<file path="src/rtl/obstacle_renderer.sv">
// Scrolling cactus obstacles, scoring and dinosaur collision for the Vga pixel stream.
// Game state advances once per frame; pixel colour is registered with one cycle of latency.
module obstacle_renderer #(
  parameter int          MAX_OBS  = 4,
  parameter int          OBS_W    = 16,
  parameter int          OBS_H    = 32,
  parameter int          GROUND_Y = 400,
  parameter int          DINO_X   = 64,
  parameter int          DINO_W   = 32,
  parameter int          DINO_H   = 40,
  parameter int          MIN_GAP  = 160,
  parameter logic [15:0] SEED     = 16'hACE1
) (
  input  logic        CLK,
  input  logic        RST,
  input  logic        vs,
  input  logic        game_status,
  input  logic [3:0]  speed,
  input  logic [5:0]  dinosaur_height,
  input  logic [8:0]  row_addr,
  input  logic [9:0]  col_addr,
  output logic [11:0] vga_data,
  output logic        collision,
  output logic [15:0] score
);

  localparam int IW = (MAX_OBS > 1) ? $clog2(MAX_OBS) : 1;
  localparam logic [10:0] SPAWN_X = 11'd640;

  logic               vs_d;
  logic               tick;
  logic               update;
  logic [15:0]        lfsr;
  logic [10:0]        gap_cnt;
  logic [MAX_OBS-1:0] valid;
  logic [10:0]        obs_x [MAX_OBS];

  logic [MAX_OBS-1:0] valid_nx;
  logic [10:0]        x_nx [MAX_OBS];
  logic [15:0]        score_nx;
  logic [10:0]        gap_nx;
  logic [11:0]        gap_sum;
  logic [10:0]        gap_sat;
  logic               spawn_due;
  logic               free_found;
  logic [IW-1:0]      free_idx;
  logic               hit;

  logic [9:0]         dino_row;
  logic               in_view;
  logic               dino_px;
  logic               obs_px;
  logic               ground_px;
  logic [11:0]        pixel;

  assign tick   = vs & ~vs_d;
  assign update = tick & game_status & ~collision;

  // Next game state for one frame update: move, then spawn, then collide on the result.
  always_comb begin
    valid_nx   = valid;
    x_nx       = obs_x;
    score_nx   = score;
    free_found = 1'b0;
    free_idx   = '0;
    hit        = 1'b0;

    for (int i = 0; i < MAX_OBS; i++) begin
      if (valid[i]) begin
        if (obs_x[i] <= {7'd0, speed}) begin
          valid_nx[i] = 1'b0;
          if (score_nx != 16'hFFFF) score_nx = score_nx + 16'd1;
        end else begin
          x_nx[i] = obs_x[i] - {7'd0, speed};
        end
      end
    end

    gap_sum   = {1'b0, gap_cnt} + {8'd0, speed};
    gap_sat   = gap_sum[11] ? 11'h7FF : gap_sum[10:0];
    spawn_due = gap_sat >= (11'(MIN_GAP) + {4'd0, lfsr[6:0]});

    // Descending scan leaves the lowest-index free slot selected.
    for (int i = MAX_OBS - 1; i >= 0; i--) begin
      if (!valid_nx[i]) begin
        free_found = 1'b1;
        free_idx   = IW'(i);
      end
    end

    gap_nx = gap_sat;
    if (spawn_due && free_found) begin
      valid_nx[free_idx] = 1'b1;
      x_nx[free_idx]     = SPAWN_X;
      gap_nx             = '0;
    end

    for (int i = 0; i < MAX_OBS; i++) begin
      if (valid_nx[i] && (x_nx[i] < 11'(DINO_X + DINO_W)) &&
          (({1'b0, x_nx[i]} + 12'(OBS_W)) > 12'(DINO_X)) &&
          ({dinosaur_height, 2'b00} < 8'(OBS_H)))
        hit = 1'b1;
    end
  end

  // Pixel classification; row + 4h folds the jump offset into a fixed dinosaur band.
  always_comb begin
    dino_row  = {1'b0, row_addr} + {2'b00, dinosaur_height, 2'b00};
    in_view   = (row_addr < 9'd480) && (col_addr < 10'd640);
    dino_px   = (dino_row >= 10'(GROUND_Y - DINO_H)) && (dino_row < 10'(GROUND_Y)) &&
                (col_addr >= 10'(DINO_X)) && (col_addr < 10'(DINO_X + DINO_W));
    ground_px = (row_addr == 9'(GROUND_Y)) || (row_addr == 9'(GROUND_Y + 1));
    obs_px    = 1'b0;
    for (int i = 0; i < MAX_OBS; i++) begin
      if (valid[i] && (row_addr >= 9'(GROUND_Y - OBS_H)) && (row_addr < 9'(GROUND_Y)) &&
          ({1'b0, col_addr} >= obs_x[i]) &&
          ({2'b00, col_addr} < ({1'b0, obs_x[i]} + 12'(OBS_W))))
        obs_px = 1'b1;
    end

    if (!in_view)       pixel = 12'h000;
    else if (dino_px)   pixel = collision ? 12'hF00 : 12'h555;
    else if (obs_px)    pixel = 12'h0A0;
    else if (ground_px) pixel = 12'h000;
    else                pixel = 12'hFFF;
  end

  always_ff @(posedge CLK) begin
    if (RST) begin
      vs_d      <= 1'b1;
      lfsr      <= SEED;
      gap_cnt   <= '0;
      valid     <= '0;
      score     <= '0;
      collision <= 1'b0;
      vga_data  <= '0;
      for (int i = 0; i < MAX_OBS; i++) obs_x[i] <= '0;
    end else begin
      vs_d     <= vs;
      lfsr     <= {lfsr[14:0], lfsr[15] ^ lfsr[13] ^ lfsr[12] ^ lfsr[10]};
      vga_data <= pixel;
      if (update) begin
        valid     <= valid_nx;
        score     <= score_nx;
        gap_cnt   <= gap_nx;
        collision <= hit;
        for (int i = 0; i < MAX_OBS; i++) obs_x[i] <= x_nx[i];
      end
    end
  end

endmodule
</file>
<file path="config.mk">
export PLATFORM = sky130hd
export DESIGN_NAME = obstacle_renderer
export DESIGN_NICKNAME = d
export VERILOG_FILES = /design/src/rtl/obstacle_renderer.sv
export SDC_FILE = /design/constraint.sdc
export NUM_CORES = 1
export LEC_CHECK = 0
export ABC_CLOCK_PERIOD_IN_PS = 12100
export CORE_UTILIZATION = 32
export CTS_CLUSTER_DIAMETER = 80
export DETAILED_ROUTE_END_ITERATION = 6
export PLACE_DENSITY_LB_ADDON = 0.25
export SETUP_SLACK_MARGIN = 0.5
export SLEW_MARGIN = 20
export SYNTH_ARGS = -nofsm -noshare
export SYNTH_HDL_FRONTEND = slang
export SYNTH_SLANG_ARGS = --single-unit
</file>
<file path="constraint.sdc">
create_clock -name CLK -period 12.1 [get_ports CLK]
set_input_delay 1.815 -clock CLK [delete_from_list [all_inputs] [get_ports CLK]]
set_output_delay 1.815 -clock CLK [all_outputs]
set_load 0.02 [all_outputs]
</file>
==> metrics.yaml <==
synth_edf_count: 0
min_period_over_period_pct: 82.6
fin_worst_skew_ns: 0.0112
reg2reg_to: "score[3]$_SDFFE_PP0P_"
final.setup.tns_ns: 0
wl_per_cell_um: 17.1
finalSetupViolCount: 0
wirelength_um: 31000
synth_fa_ha_area_share_pct: 14.9
path_clk_slew_ns: 0.08
grt.met1_usage_pct: 25.9
syn_area_per_cell_um2: 7.50
drtAntennaViolNets: 0
finalWeightedCongestion: 0.914
clock_path_buffers: 2
yosysMostFrequentCell: "nor2_1"
status: "completed"
path_depth: 30
grt_max_degree: 70
htreeDepth: 3
overflow: 0
ir_worst_vdd_uv: 55.6
grt-busiest-layer: "met2"
drtPass1Iterations: 7
synth-compound-area-share_pct: 24.0
grtUsageMet3_pct: 2.24
fmax_mhz: 100
io_buffers: 60
ys_warn_count: 0
hp-start: "lfsr[9]$_SDFF_PP0_"
timing.rr.start: "obs_x[34]$_SDFFE_PP0P_"
postPlaceCellArea_um2: 11300
yosys.area_share.simple_pct: 27.3
cts_tree: "yes"
holdPathEnd: "lfsr[10]$_SDFF_PP1_"
numCtsBuffers: 9
syn_nets: 1538
cts_hold_buf: 0
worstSkewPairLatency_ns: 0.35
power-per-cell-area_nw_per_um2: 66.7
postCtsResizedCells: 0
nFillCells: 3371
synth_top_family_by_area: "simple AND/OR/NAND/NOR gates"
fin_util_pct: 36.4
critPathTopFamily: "compound AO/OA/AOI/OAI gates"
ys_seq_area_share_pct: 18.9
grt_pass1_wl_um: 50500
grt_pass1_vias: 9474
dieArea_um2: 33200
drv_slew: 0
synthCells: 1385
antenna_found_initial: 0
leakagePower_nw: 4.20
fin_nets: 1553
hpwl_um: 23400
crit_buf_inv: 7
r2r_cells: 28
fin_area_um2: 11600
slew_headroom_pct: 29.7
use_met2_pct: 30.9
syn_to_final_growth_pct: 11.3
cp_common_cell: "ha_1"
min_path_type: "reg2reg"
synth_top_cells_by_area: "dfxtp_1, ha_1, xnor2_1"
drt_iter0_drc: 664
rsz0062_at_grt: "no"
viasPerCell: 5.65
regArea_um2: 1960
cp_slowest_cell: "o31ai_4"
final-hold-violation-count: 0
ys_ff_latch: 98
drive_above_1_share_pct: 5.41
multi_input_area_um2: 7790
worstHoldPathCells: 1
cp-end-kind: "flip-flop"
drc_errors: 0
synthMuxAreaShare_pct: 2.28
arrival_ns: 10.26
antenna_cells: 0
std_cell_rows: 65
grt.total_usage_pct: 18.7
async_flop_share_pct: 0
postCtsSetupBuffers: 0
yosysTopAreaCellShare_pct: 18.9
floorplan.initialDensity_pct: 32.7
synth_area_um2: 10400
period_needed_ns: 10.0
synth-xor-area-share_pct: 6.58
post-synth-top-area-cell: "dfxtp_1"
critical_path.max_fanout: 22
ys_types: 87
core_um2: 31700
cpPeakStageDelay_ns: 0.61
vias: 10200
synthFlopType: "dfxtp_1"
cap_violations: 0
synth_common_cells: "nor2_1, ha_1, nand2_1"
worstMarginPinSlew_ns: 1.05
io_pins: 62
power.total_mw: 0.771
r2r_slack_ns: 4.14
die-height_um: 182
clock-sinks: 98
path_class: "in2reg"
root_buffer: "clkbuf_16"
fp.dieW_um: 182
required_ns: 12.36
start_kind: "primary input"
==> where the power goes <==
group          internal, mW  switching (mW)
clock network         0.147           0.151
registers             0.329         0.00628
logic                0.0604          0.0773
total                 0.536           0.235
==> worst register-to-register path, delay by kind of cell (launching register included) <==
family / cells / cell delay, ns
muxes: 1 / 0.30
xor gates and xnor gates: 2 / 0.55
AOI/OAI and AO/OA: 9 / 2.65
DFF: 1 / 0.45
buffers and inverters: 5 / 0.81
adders and majority gates: 4 / 1.03
and+or+nand+nor: 7 / 2.08
==> state kept, by name, indices dropped and copies added, names as in the netlist <==
name       count
lfsr          16
gap_cnt       11
collision      1
vga_data       5
obs_x         44
valid          4
vs_d           1
score         16
==> layout by cell type (no fill, tap or decap), types with 15 or more instances in the layout <==
cell type	instances
ha_1	114
nor3_1	57
xnor2_1	61
clkdlybuf4s50_1	59
nor2b_1	28
a21o_1	27
nor4_1	23
dfxtp_1	98
xor2_1	17
nand2b_1	32
nand3_1	53
nand4_1	26
nor2_1	133
nand2_1	101
a21oi_1	97
o21ai_0	64
inv_1	85
a22oi_1	15
==> metal layers <==
metal,up-vias,wire (um)
met2,244,14000
li1,5095,-
met3,33,1210
met4,0,459
met5,-,0
met1,4836,15300
==> area by class of cell <==
| type | instances | share of cell area, % |
|---|---|---|
| Timing Repair Buffer | 71 | 5.89 |
| Tap cell | 402 | 4.35 |
| Clock buffer | 9 | 1.95 |
| Inverter | 87 | 2.82 |
| Clock inverter | 7 | 0.595 |
| Multi-Input combinational cell | 1133 | 67.4 |
| Sequential cell | 98 | 17.0 |
==> metrics by stage <==
stage	cells	hold slack, ns	setup slack, ns
6_report	1807	0.422	2.10
5_1_grt	1807	0.439	1.63
4_1_cts	1807	0.428	2.24
3_5_place_dp	1791	0.404	1.90
3_3_place_gp	1791	0.394	1.97
2_1_floorplan	1385	0.389	4.00
==> how the worst max path moves through the flow <==
stage                         from               endpoint
final                     speed[1]  score[3]$_SDFFE_PP0P_
after global routing      speed[1]  score[3]$_SDFFE_PP0P_
after CTS                 speed[1]  score[3]$_SDFFE_PP0P_
after detailed placement  speed[1]  score[3]$_SDFFE_PP0P_
after global placement    speed[1]  score[3]$_SDFFE_PP0P_
after floorplan           speed[1]  score[3]$_SDFFE_PP0P_
==> cell families (layout without fill, tap and decap cells) <==
kind of cell	Yosys count	in the layout
muxes	22	22
AOI/OAI and AO/OA	366	366
buffers and inverters	154	174
DFF	98	98
and+or+nand+nor	547	547
adders and majority gates	120	120
xor gates and xnor gates	78	78
Note: power is estimated with default switching activity, not from simulation.
